<file path="src/rtl/div_pkg.sv">
// rtl/div_pkg.sv - shared types and op decode helpers for the iterative divider
//
// Contents:
//   div_op_e    : RV32M divide op encoding (DIV, DIVU, REM, REMU)
//   div_state_e : divider FSM states (IDLE, RUN, FIX, DONE)
//   is_signed() : op treats operands as two's complement
//   wants_rem() : op returns the remainder rather than the quotient
package div_pkg;

    typedef enum logic [1:0] {
        DIV  = 2'd0,
        DIVU = 2'd1,
        REM  = 2'd2,
        REMU = 2'd3
    } div_op_e;

    typedef enum logic [1:0] {
        IDLE = 2'd0,
        RUN  = 2'd1,
        FIX  = 2'd2,
        DONE = 2'd3
    } div_state_e;

    function automatic logic is_signed(div_op_e op);
        return (op == DIV) || (op == REM);
    endfunction

    function automatic logic wants_rem(div_op_e op);
        return (op == REM) || (op == REMU);
    endfunction

endpackage

</file>
<file path="src/rtl/div_step.sv">
// rtl/div_step.sv - one combinational restoring division step
//
// Ports:
//   rem_in  [W-1:0] : partial remainder entering the step (always < divisor)
//   divisor [W-1:0] : unsigned divisor magnitude
//   bit_in          : next dividend bit, MSB first
//   rem_out [W-1:0] : partial remainder leaving the step
//   q_bit           : quotient bit produced by this step
module div_step #(
    parameter int W = 32
) (
    input  logic [W-1:0] rem_in,
    input  logic [W-1:0] divisor,
    input  logic         bit_in,
    output logic [W-1:0] rem_out,
    output logic         q_bit
);

    logic [W:0] shifted;
    logic [W:0] diff;

    // The shifted remainder needs W+1 bits; because rem_in < divisor the
    // difference always lies in (-divisor, divisor), so bit W is a true sign.
    assign shifted = {rem_in, bit_in};
    assign diff    = shifted - {1'b0, divisor};
    assign q_bit   = ~diff[W];
    assign rem_out = q_bit ? diff[W-1:0] : shifted[W-1:0];

endmodule

</file>
<file path="src/rtl/div_unit.sv">
// rtl/div_unit.sv - iterative RV32M DIV/DIVU/REM/REMU unit with flush and fast path
//
// Ports:
//   clk, rst_n          : clock (rising edge), asynchronous active-low reset
//   flush_i             : abort any operation in flight, result discarded
//   start_i             : request, accepted in IDLE or DONE only
//   op_i [1:0]          : 0 DIV, 1 DIVU, 2 REM, 3 REMU
//   dividend_i, divisor_i [DATA_WIDTH-1:0] : operands, sampled with start_i
//   busy_o              : high during RUN and FIX
//   done_o              : one-cycle pulse, result_o valid in that cycle
//   result_o [DATA_WIDTH-1:0] : quotient or remainder, held until next accept
module div_unit
    import div_pkg::*;
#(
    parameter int DATA_WIDTH = 32,
    parameter int RADIX_BITS = 1
) (
    input  logic                  clk,
    input  logic                  rst_n,
    input  logic                  flush_i,
    input  logic                  start_i,
    input  logic [1:0]            op_i,
    input  logic [DATA_WIDTH-1:0] dividend_i,
    input  logic [DATA_WIDTH-1:0] divisor_i,
    output logic                  busy_o,
    output logic                  done_o,
    output logic [DATA_WIDTH-1:0] result_o
);

    localparam int W    = DATA_WIDTH;
    localparam int R    = RADIX_BITS;
    localparam int ITER = W / R;
    localparam int CW   = $clog2(ITER + 1);
    localparam logic [CW-1:0] ITER_C = CW'(ITER);
    localparam logic [CW-1:0] ONE_C  = CW'(1);
    localparam logic [W-1:0]  MOST_NEG = {1'b1, {(W-1){1'b0}}};

    div_state_e     state_q;
    div_op_e        op_q;
    logic [W-1:0]   dvd_q;    // dividend bits shift out the top, quotient bits shift in
    logic [W-1:0]   dvs_q;
    logic [W-1:0]   rem_q;
    logic           neg_q;
    logic [CW-1:0]  cnt_q;
    logic [W-1:0]   result_q;
    logic           busy_q;
    logic           done_q;

    // ---------------- accept-time decode ----------------
    div_op_e        op_in;
    logic           in_signed;
    logic           dvd_neg;
    logic           dvs_neg;
    logic [W-1:0]   dvd_abs;
    logic [W-1:0]   dvs_abs;
    logic           div_zero;
    logic           ovf;
    logic           accept;
    logic [W-1:0]   fast_res;

    assign op_in     = div_op_e'(op_i);
    assign in_signed = is_signed(op_in);
    assign dvd_neg   = in_signed & dividend_i[W-1];
    assign dvs_neg   = in_signed & divisor_i[W-1];
    assign dvd_abs   = dvd_neg ? -dividend_i : dividend_i;
    assign dvs_abs   = dvs_neg ? -divisor_i  : divisor_i;
    assign div_zero  = (divisor_i == '0);
    assign ovf       = in_signed && (dividend_i == MOST_NEG) && (divisor_i == '1);
    assign accept    = start_i && !flush_i && ((state_q == IDLE) || (state_q == DONE));

    always_comb begin
        fast_res = '0;
        if (div_zero) begin
            fast_res = wants_rem(op_in) ? dividend_i : '1;
        end else if (ovf) begin
            fast_res = wants_rem(op_in) ? '0 : dividend_i;
        end
    end

    // ---------------- restoring step chain ----------------
    logic [W-1:0] rem_chain [R+1];
    logic [R-1:0] q_bits;

    assign rem_chain[0] = rem_q;

    for (genvar i = 0; i < R; i++) begin : g_step
        div_step #(.W(W)) u_step (
            .rem_in  (rem_chain[i]),
            .divisor (dvs_q),
            .bit_in  (dvd_q[W-1-i]),
            .rem_out (rem_chain[i+1]),
            .q_bit   (q_bits[R-1-i])
        );
    end

    // ---------------- sign fixup ----------------
    logic [W-1:0] fix_sel;
    logic [W-1:0] fix_res;

    assign fix_sel = wants_rem(op_q) ? rem_q : dvd_q;
    assign fix_res = neg_q ? -fix_sel : fix_sel;

    // ---------------- FSM ----------------
    always_ff @(posedge clk or negedge rst_n) begin
        if (!rst_n) begin
            state_q  <= IDLE;
            op_q     <= DIV;
            dvd_q    <= '0;
            dvs_q    <= '0;
            rem_q    <= '0;
            neg_q    <= 1'b0;
            cnt_q    <= '0;
            result_q <= '0;
            busy_q   <= 1'b0;
            done_q   <= 1'b0;
        end else if (flush_i) begin
            state_q <= IDLE;
            busy_q  <= 1'b0;
            done_q  <= 1'b0;
        end else begin
            done_q <= 1'b0;
            unique case (state_q)
                IDLE, DONE: begin
                    if (accept) begin
                        op_q <= op_in;
                        if (div_zero || ovf) begin
                            result_q <= fast_res;
                            state_q  <= DONE;
                            done_q   <= 1'b1;
                            busy_q   <= 1'b0;
                        end else begin
                            dvd_q   <= dvd_abs;
                            dvs_q   <= dvs_abs;
                            rem_q   <= '0;
                            neg_q   <= wants_rem(op_in) ? dvd_neg : (dvd_neg ^ dvs_neg);
                            cnt_q   <= ITER_C;
                            state_q <= RUN;
                            busy_q  <= 1'b1;
                        end
                    end else begin
                        state_q <= IDLE;
                        busy_q  <= 1'b0;
                    end
                end
                RUN: begin
                    rem_q <= rem_chain[R];
                    dvd_q <= {dvd_q[W-1-R:0], q_bits};
                    cnt_q <= cnt_q - ONE_C;
                    if (cnt_q == ONE_C) begin
                        state_q <= FIX;
                    end
                end
                FIX: begin
                    result_q <= fix_res;
                    state_q  <= DONE;
                    done_q   <= 1'b1;
                    busy_q   <= 1'b0;
                end
                default: begin
                    state_q <= IDLE;
                    busy_q  <= 1'b0;
                end
            endcase
        end
    end

    assign busy_o   = busy_q;
    assign done_o   = done_q;
    assign result_o = result_q;

endmodule
</file>
<file path="config.mk">
export PLATFORM = sky130hd
export DESIGN_NAME = div_unit
export DESIGN_NICKNAME = d
export VERILOG_FILES = /design/src/rtl/div_pkg.sv /design/src/rtl/div_step.sv /design/src/rtl/div_unit.sv
export SDC_FILE = /design/constraint.sdc
export NUM_CORES = 1
export LEC_CHECK = 0
export ABC_AREA = 1
export BUFFER_PORTS_ARGS = -buffer_cell sky130_fd_sc_hd__buf_2
export CAP_MARGIN = 20
export CORE_MARGIN = 2
export CORE_UTILIZATION = 45
export DETAILED_ROUTE_END_ITERATION = 12
export SETUP_SLACK_MARGIN = 0.15
export SLEW_MARGIN = 15
export SYNTH_ARGS = -nofsm -noshare
export SYNTH_HDL_FRONTEND = slang
export SYNTH_SLANG_ARGS = --single-unit
</file>
<file path="constraint.sdc">
create_clock -name clk -period 3.2 [get_ports clk]
set_input_delay 0.32 -clock clk [delete_from_list [all_inputs] [get_ports clk]]
set_output_delay 0.32 -clock clk [all_outputs]
set_load 0.01 [all_outputs]
</file>
==> run summary, run 1 <==
### Run status
* finished, final reports clean — status

### Synthesis
* 2211 — syn_nets
* 6.06 um^2 — average size of a mapped cell
* 100% — share of synthesized registers carrying an async set or reset
* 2100 — cell count after synthesis
* 12700 um^2 — Netlist Area Pre-Place
* 140 — synthesized flop and latch total
* 0 — number of enable-type register cells in the synthesized netlist
* sky130_fd_sc_hd__dfrtp_1 — leading register cell type out of synthesis
* 27.5% — sequential share of the synthesized area
* 0 — Ys Warns
* 43 — count of different cell masters after synthesis

### Cells and area
* 11.1% — layout cells sized above 1
* 2927 — Fill cells
* sky130_fd_sc_hd__nand2_1 (835), sky130_fd_sc_hd__inv_1 (272), sky130_fd_sc_hd__nor2_1 (191), sky130_fd_sc_hd__dfrtp_1 (140), sky130_fd_sc_hd__o21ai_0 (115) — commonest cells after routing, fill and taps aside
* 50.9% — Final Util
* 0 — number of inserted diodes
* 2565 — Finished Layout Cells
* sky130_fd_sc_hd__nand2_1 — leading cell type in the layout, fill and taps excluded
* 11.4% — Area Growth Syn to Fin
* 2285 — number of nets in the final layout
* 7790 um^2 — combined area of the multi-input logic cells
* 3500 um^2 — Seq. cell area

### Timing
* 85.7% — Period Utilization, post-route
* 0 — final hold vios
* 2.74 ns — final critical delay including setup and external delays
* 45.3% — worst slew margin relative to its limit
* 0 — number of slew-limit violations in the final report
* 0.0117 ns — final worst clock skew
* 0 ns — final total negative setup slack
* 0.458 ns — minimum setup slack in the final design
* no — RSZ-0062 raised after global routing
* 365 MHz — fmax
* 0 — setup violators final
* 0.812 ns — worst-margin pin slew

### Floorplan
* 61 — # rows
* 104 — I/O pin cnt
* 172 um — width of the die
* 45.7% — starting density of the core
* 27900 um^2 — core area
* 29700 um^2 — total die area
* 172 um — overall die height

### Setup path
* 32 — CP Max Fanout
* flop — Worst Setup Start Kind
* sky130_fd_sc_hd__nand2_1 — Top cell by count, worst path
* simple AND/OR/NAND/NOR gates — cell family contributing the most delay on the critical path
* inv_1 -> ha_1 -> inv_1 -> fa_1 -> nand2_1 -> nand3_1 -> nand3_1 -> nand2_1 -> nand2_1 -> nand2_2 -> nand2_2 -> nand3_1 -> nand2_1 -> buf_4 -> nand2_1 -> nand3_2 -> nand2_1 — cell-by-cell trace of the critical path
* flop — Critical Path Sink Type
* sky130_fd_sc_hd__fa_1 — highest-delay cell along the critical path
* 17 — Reg2Reg Depth
* 3 — Critical path buffers and inverters
* 0.46 ns — setup slack on the worst flop-to-flop path
* 3.52 ns — critical path required time
* rem_q[25]$_DFFE_PN0P_ — RR Endpoint
* reg2reg — Setup Crit Path Kind
* dvd_q[31]$_DFFE_PN0P_ — origin of the critical flop-to-flop path
* 0.44 ns — longest individual stage delay on the worst path
* 3.06 ns — critical path data arrival time

### Detailed routing
* 0 — DRT antenna net count
* 17.3 um — per-cell routed wire length
* 5.15 — via density per instance
* 1178 — 1st-iter DRT viols
* 0 — number of DRC violations after detailed routing
* 13200 — overall via count from detail_route
* 44400 um — Routed WL
* 5 — detailed-router iteration count before antenna repair

### GRT
* 0 — Congestion Overflow GR
* 12300 — number of global-route vias before repair
* 89 — maximum number of pins on one net before global-route repair
* 30.7% — all-layer global routing usage
* 1 — initial antenna violation count
* 68600 um — wire length of the first global-routing pass

### CTS
* 4 — CTS HTree Levels
* 2 — Longest Clk Path Bufs
* 0 — Post-CTS Setup Repair Bufs
* 140 — number of clock sinks
* 0.07 ns — clock-pin slew of the registers on the worst-case setup and hold paths
* sky130_fd_sc_hd__clkbuf_16 — CTS root buffer
* 0.44 ns — clk_lat worst skew
* 17 — CTS buffer count
* yes — clock tree from TritonCTS

### Run
* 0 — max-cap violation count

### Pwr
* 7.81 nW — leakage power
* 640 uV — worst vdd rail ir drop
* 793 nW/um^2 — total power divided by cell area

### Min path
* flush_i — hold path startpoint
* done_o$_DFF_PN0_ — Worst Hold Path EP
* in2reg — type of the most critical hold path
* 2 — number of instances on the worst hold path

### Placement
* 2532 — Cell Count Post-Placement
* 0.971 — final weighted congestion in routability-driven placement
* 103 — count of buffers inserted at the top-level ports
* 0.337 ns — Post-Place Worst Slack
* 35000 um — HPWL after detailed placement

==> state kept, by name, indices dropped and copies added (netlist names) <==
register and cells:
busy_o 1, cnt_q 6, done_o 1, dvd_q 32, dvs_q 32, neg_q 1, op_q 1, rem_q 32
result_o 32, state_q 2
==> how the worst max path moves through the flow <==
stage / start / end / slack [ns] / cells past startpoint
finish: dvd_q[31]$_DFFE_PN0P_ / rem_q[25]$_DFFE_PN0P_ / 0.46 / 17
global route: dvd_q[31]$_DFFE_PN0P_ / rem_q[16]$_DFFE_PN0P_ / 0.21 / 17
CTS: dvd_q[31]$_DFFE_PN0P_ / rem_q[25]$_DFFE_PN0P_ / 0.31 / 16
detailed placement: dvd_q[31]$_DFFE_PN0P_ / rem_q[22]$_DFFE_PN0P_ / 0.34 / 16
global placement: dvd_q[31]$_DFFE_PN0P_ / rem_q[28]$_DFFE_PN0P_ / 0.41 / 16
floorplan: dvd_q[31]$_DFFE_PN0P_ / rem_q[12]$_DFFE_PN0P_ / 0.98 / 17
==> where the power goes <==
part	internal, W	total [W]	switching [W]
Clock	0.00148	0.00235	0.000872
Combinational	0.00184	0.00601	0.00416
Sequential	0.00241	0.00290	0.000493
==> stage by stage <==
| stage | total power, W | hold slack [ns] | area [um^2] |
|---|---|---|---|
| floorplan | 0.00709 | 0.0244 | 12700 |
| global route | 0.0122 | 0.113 | 14200 |
| CTS | 0.0112 | 0.0926 | 14200 |
| finish | 0.0113 | 0.106 | 14200 |
| detailed placement | 0.00881 | 0.325 | 13500 |
| global placement | 0.00879 | 0.324 | 13500 |
==> cell families (layout without fill, tap and decap cells) <==
group                      Yosys count  count (layout)  share of synthesized area, %
adders and majority gates           41              41                          4.09
buffers and inverters              347             434                          11.4
AOI/OAI and AO/OA                  236             236                          10.0
xor gates and xnor gates            62              62                          4.26
DFF                                140             140                          27.5
and+or+nand+nor                   1274            1274                          42.7
==> synthesized netlist by cell type, types with 2 or more instances <==
master                     number  area (um^2)
sky130_fd_sc_hd__o21ai_0      115          576
sky130_fd_sc_hd__xor2_1        50          438
sky130_fd_sc_hd__or2_2          2         12.5
sky130_fd_sc_hd__nor3_2         3         30.0
sky130_fd_sc_hd__nor2_1       191          717
sky130_fd_sc_hd__buf_4         13         97.6
sky130_fd_sc_hd__o22ai_1        2         12.5
sky130_fd_sc_hd__nand4_1       15         93.8
sky130_fd_sc_hd__nor2_4         5         56.3
sky130_fd_sc_hd__clkbuf_1      21         78.8
sky130_fd_sc_hd__buf_2         20          100
sky130_fd_sc_hd__nand2_1      835         3130
sky130_fd_sc_hd__a21oi_1       68          340
sky130_fd_sc_hd__o211ai_1      16          120
sky130_fd_sc_hd__xnor2_1       12          105
sky130_fd_sc_hd__o21a_1         4         30.0
sky130_fd_sc_hd__nand3_1      107          536
sky130_fd_sc_hd__nor3_1        22          110
sky130_fd_sc_hd__ha_1          40          500
sky130_fd_sc_hd__o21bai_1       6         45.0
sky130_fd_sc_hd__nand2_2       22          138
sky130_fd_sc_hd__o21ai_2        3         26.3
sky130_fd_sc_hd__o31ai_1        6         45.0
sky130_fd_sc_hd__nor4_1         5         31.3
sky130_fd_sc_hd__buf_6          9          101
sky130_fd_sc_hd__inv_1        272         1020
sky130_fd_sc_hd__nand3_2       24          240
sky130_fd_sc_hd__nand2_4        4         45.0
sky130_fd_sc_hd__o21ai_1       15         75.1
sky130_fd_sc_hd__nor2_2        16          100
sky130_fd_sc_hd__nand3b_1      17          128
sky130_fd_sc_hd__buf_1          3         11.3
sky130_fd_sc_hd__inv_2          7         26.3
sky130_fd_sc_hd__dfrtp_1      140         3500
sky130_fd_sc_hd__and2_1         2         12.5
==> worst reg2reg max path: cells and delay by family (launching register included) <==
| kind | cells | cell delay, ns |
|---|---|---|
| fa+ha+maj | 2 | 0.62 |
| buf+inv | 3 | 0.57 |
| flops | 1 | 0.36 |
| simple gates | 12 | 1.08 |
==> timing repair <==
action / CTS / global route
setup endpoints to repair: 0 / 33
gates resized for setup: 0 / 1
hold buffers: 1 / 0
endpoints found under the hold margin: 52 / 0
==> final cells by class <==
| class | instances | share of cell area (%) |
|---|---|---|
| Tap cell | 378 | 3.33 |
| Sequential cell | 140 | 24.7 |
| Timing Repair Buffer | 121 | 4.82 |
| Clock inverter | 15 | 1.83 |
| Clock buffer | 17 | 3.00 |
| Inverter | 281 | 7.45 |
| Multi-Input combinational cell | 1613 | 54.9 |
==> metal layers <==
| metal | share of wire (%) | track usage (%) |
|---|---|---|
| met5 | 0.020 | 0 |
| met4 | 1.8 | 7.38 |
| met3 | 6.8 | 5.10 |
| met2 | 43 | 47.0 |
| met1 | 48 | 45.1 |
No activity file was read; power rests on OpenSTA's default activity.
==> inputs of run 2 (changes only) <==
--- a/config.mk
+++ b/config.mk
@@ -9,8 +9,9 @@
 export BUFFER_PORTS_ARGS = -buffer_cell sky130_fd_sc_hd__buf_2
 export CAP_MARGIN = 20
 export CORE_MARGIN = 2
-export CORE_UTILIZATION = 45
+export CORE_UTILIZATION = 67
 export DETAILED_ROUTE_END_ITERATION = 12
+export PLACE_DENSITY = 0.88
 export SETUP_SLACK_MARGIN = 0.15
 export SLEW_MARGIN = 15
 export SYNTH_ARGS = -nofsm -noshare
==> run summary, run 2 (synthesis gave the netlist of run 1 again) <==
### Run status
* finished with violations — status
* hold timing — failing checks

### Timing
* 0.0103 ns — final worst clock skew
* 1.05 ns — worst-margin pin slew
* 369 MHz — fmax
* 2 — final hold vios
* 0 ns — final total negative setup slack
* 0.487 ns — minimum setup slack in the final design
* 84.8% — Period Utilization, post-route
* -0.00378 ns — worst hold-check slack
* 0 — setup violators final
* 0 — number of slew-limit violations in the final report
* 30.2% — worst slew margin relative to its limit
* 2.71 ns — final critical delay including setup and external delays
* no — RSZ-0062 raised after global routing

### Pwr
* 0.00559 W — NetSw
* 783 uV — worst vdd rail ir drop
* 0.00556 W — Int Power
* 25.9% — part of the power in registers
* 50.1% — switching power share of the total
* 0.0112 W — Power Total
* 19.6% — clock network fraction of total power
* 54.4% — relative contribution of combinational cells to total power
* 7.76 nW — leakage power
* 800 nW/um^2 — total power divided by cell area

### Cells and area
* sky130_fd_sc_hd__nand2_1 (834), sky130_fd_sc_hd__inv_1 (272), sky130_fd_sc_hd__nor2_1 (191), sky130_fd_sc_hd__dfrtp_1 (140), sky130_fd_sc_hd__o21ai_0 (115) — commonest cells after routing, fill and taps aside
* 0 — number of inserted diodes
* 1542 — Fill cells
* sky130_fd_sc_hd__nand2_1 — leading cell type in the layout, fill and taps excluded
* 74.5% — Final Util
* 9.42% — Area Growth Syn to Fin
* 2281 — number of nets in the final layout
* 10.9% — layout cells sized above 1

### Detailed routing
* 0 — DRT antenna net count
* 8 — detailed-router iteration count before antenna repair
* 1926 — 1st-iter DRT viols
* 17.7 um — per-cell routed wire length
* 0 — number of DRC violations after detailed routing
* 42900 um — Routed WL
* 14100 — overall via count from detail_route
* 5.85 — via density per instance

### GRT
* 43.1% — all-layer global routing usage
* 67300 um — wire length of the first global-routing pass
* 0 — initial antenna violation count
* 108 — maximum number of pins on one net before global-route repair
* 12700 — number of global-route vias before repair
* 0 — Congestion Overflow GR

### Floorplan
* 142 um — width of the die
* 50 — # rows
* 142 um — overall die height
* 104 — I/O pin cnt
* 20100 um^2 — total die area
* 18700 um^2 — core area
* 68.1% — starting density of the core

### CTS
* sky130_fd_sc_hd__clkbuf_16 — CTS root buffer
* 0.43 ns — clk_lat worst skew
* 4 — CTS HTree Levels
* 140 — number of clock sinks
* 0.06 ns — clock-pin slew of the registers on the worst-case setup and hold paths
* 0 — Post-CTS Setup Repair Bufs
* 17 — CTS buffer count
* yes — clock tree from TritonCTS
* 2 — Longest Clk Path Bufs

### Setup path
* simple AND/OR/NAND/NOR gates — cell family contributing the most delay on the critical path
* 3.51 ns — critical path required time
* reg2reg — Setup Crit Path Kind
* flop — Worst Setup Start Kind
* sky130_fd_sc_hd__fa_1 — highest-delay cell along the critical path
* sky130_fd_sc_hd__nand2_1 — Top cell by count, worst path
* 3 — Critical path buffers and inverters
* inv_1 -> ha_1 -> inv_1 -> fa_1 -> nand2_1 -> nand3_1 -> nand3_1 -> nand2_1 -> nand2_1 -> nand2_2 -> nand2_2 -> nand3_1 -> nand2_2 -> buf_12 -> nand2_1 -> nand3_1 -> nand2_1 — cell-by-cell trace of the critical path
* 22 — CP Max Fanout
* 3.02 ns — critical path data arrival time
* 0.44 ns — longest individual stage delay on the worst path
* flop — Critical Path Sink Type

### Placement
* 1.04 — final weighted congestion in routability-driven placement
* 103 — count of buffers inserted at the top-level ports
* 0.399 ns — Post-Place Worst Slack
* 32700 um — HPWL after detailed placement

### Min path
* in2async — type of the most critical hold path

### Run
* 0 — max-cap violation count

==> run 2: final cells by class <==
| type | count | area, um^2 | area share [%] |
|---|---|---|---|
| Inverter | 281 | 1060 | 7.59 |
| Clock buffer | 18 | 429 | 3.08 |
| Tap cell | 234 | 293 | 2.10 |
| Clock inverter | 14 | 208 | 1.49 |
| Timing Repair Buffer | 117 | 652 | 4.68 |
| Multi-Input combinational cell | 1613 | 7790 | 55.9 |
| Sequential cell | 140 | 3500 | 25.1 |
==> run 2: worst register-to-register path, stage by stage, from the launching register on <==
cell                      delay [ns]
sky130_fd_sc_hd__dfrtp_1        0.37
sky130_fd_sc_hd__inv_1          0.10
sky130_fd_sc_hd__ha_1           0.16
sky130_fd_sc_hd__inv_1          0.08
sky130_fd_sc_hd__fa_1           0.44
sky130_fd_sc_hd__nand2_1        0.10
sky130_fd_sc_hd__nand3_1        0.10
sky130_fd_sc_hd__nand3_1        0.09
sky130_fd_sc_hd__nand2_1        0.10
sky130_fd_sc_hd__nand2_1        0.09
sky130_fd_sc_hd__nand2_2        0.07
sky130_fd_sc_hd__nand2_2        0.09
sky130_fd_sc_hd__nand3_1        0.09
sky130_fd_sc_hd__nand2_2        0.25
sky130_fd_sc_hd__buf_12         0.20
sky130_fd_sc_hd__nand2_1        0.08
sky130_fd_sc_hd__nand3_1        0.10
sky130_fd_sc_hd__nand2_1        0.08
==> run 2: repair_timing <==
action / 4_1_cts / 5_1_grt
setup endpoints to repair: 0 / 14
resized for setup: 0 / 2
hold buffers: 0 / 0
==> run 2: per-layer routing <==
metal / GRT usage, % / wire (um) / part of all wire [%] / up-vias
li1: - / - / - / 6683
met1: 59.1 / 17600 / 41 / 6423
met2: 65.5 / 18100 / 42 / 867
met3: 12.8 / 5400 / 13 / 161
met4: 14.3 / 1750 / 4.1 / 0
met5: 0 / 0 / 0 / -
==> run 2: worst paths after layout <==
check / end / slack (ns) / from / cells after the start
worst max-delay path: rem_q[8]$_DFFE_PN0P_ / 0.49 / dvd_q[31]$_DFFE_PN0P_ / 17
worst min-delay path: rem_q[15]$_DFFE_PN0P_ / -0.004 / rst_n / 1
worst max register to register: rem_q[8]$_DFFE_PN0P_ / 0.49 / dvd_q[31]$_DFFE_PN0P_ / 17
worst min register to register: result_o[20]$_DFFE_PN0P_ / 0.47 / result_o[20]$_DFFE_PN0P_ / 2
max in group asynchronous: result_o[3]$_DFFE_PN0P_ / 2.28 / rst_n / 2
min in group clk: done_o$_DFF_PN0_ / 0.09 / flush_i / 2
==> run 2: power by group through the flow <==
stage               Sequential, W  Clock (W)  Combinational (W)
floorplan                 0.00284          0            0.00425
global placement          0.00284          0            0.00570
detailed placement        0.00289          0            0.00580
CTS                       0.00287    0.00218            0.00587
global route              0.00295    0.00226            0.00669
finish                    0.00289    0.00219            0.00607
==> run 2: through the flow <==
step                      instance area, um^2  cells
after global routing                    13900   2417
after global placement                  13300   2385
after CTS                               13900   2417
final                                   13900   2417
after floorplan                         12700   2100
after detailed placement                13300   2385
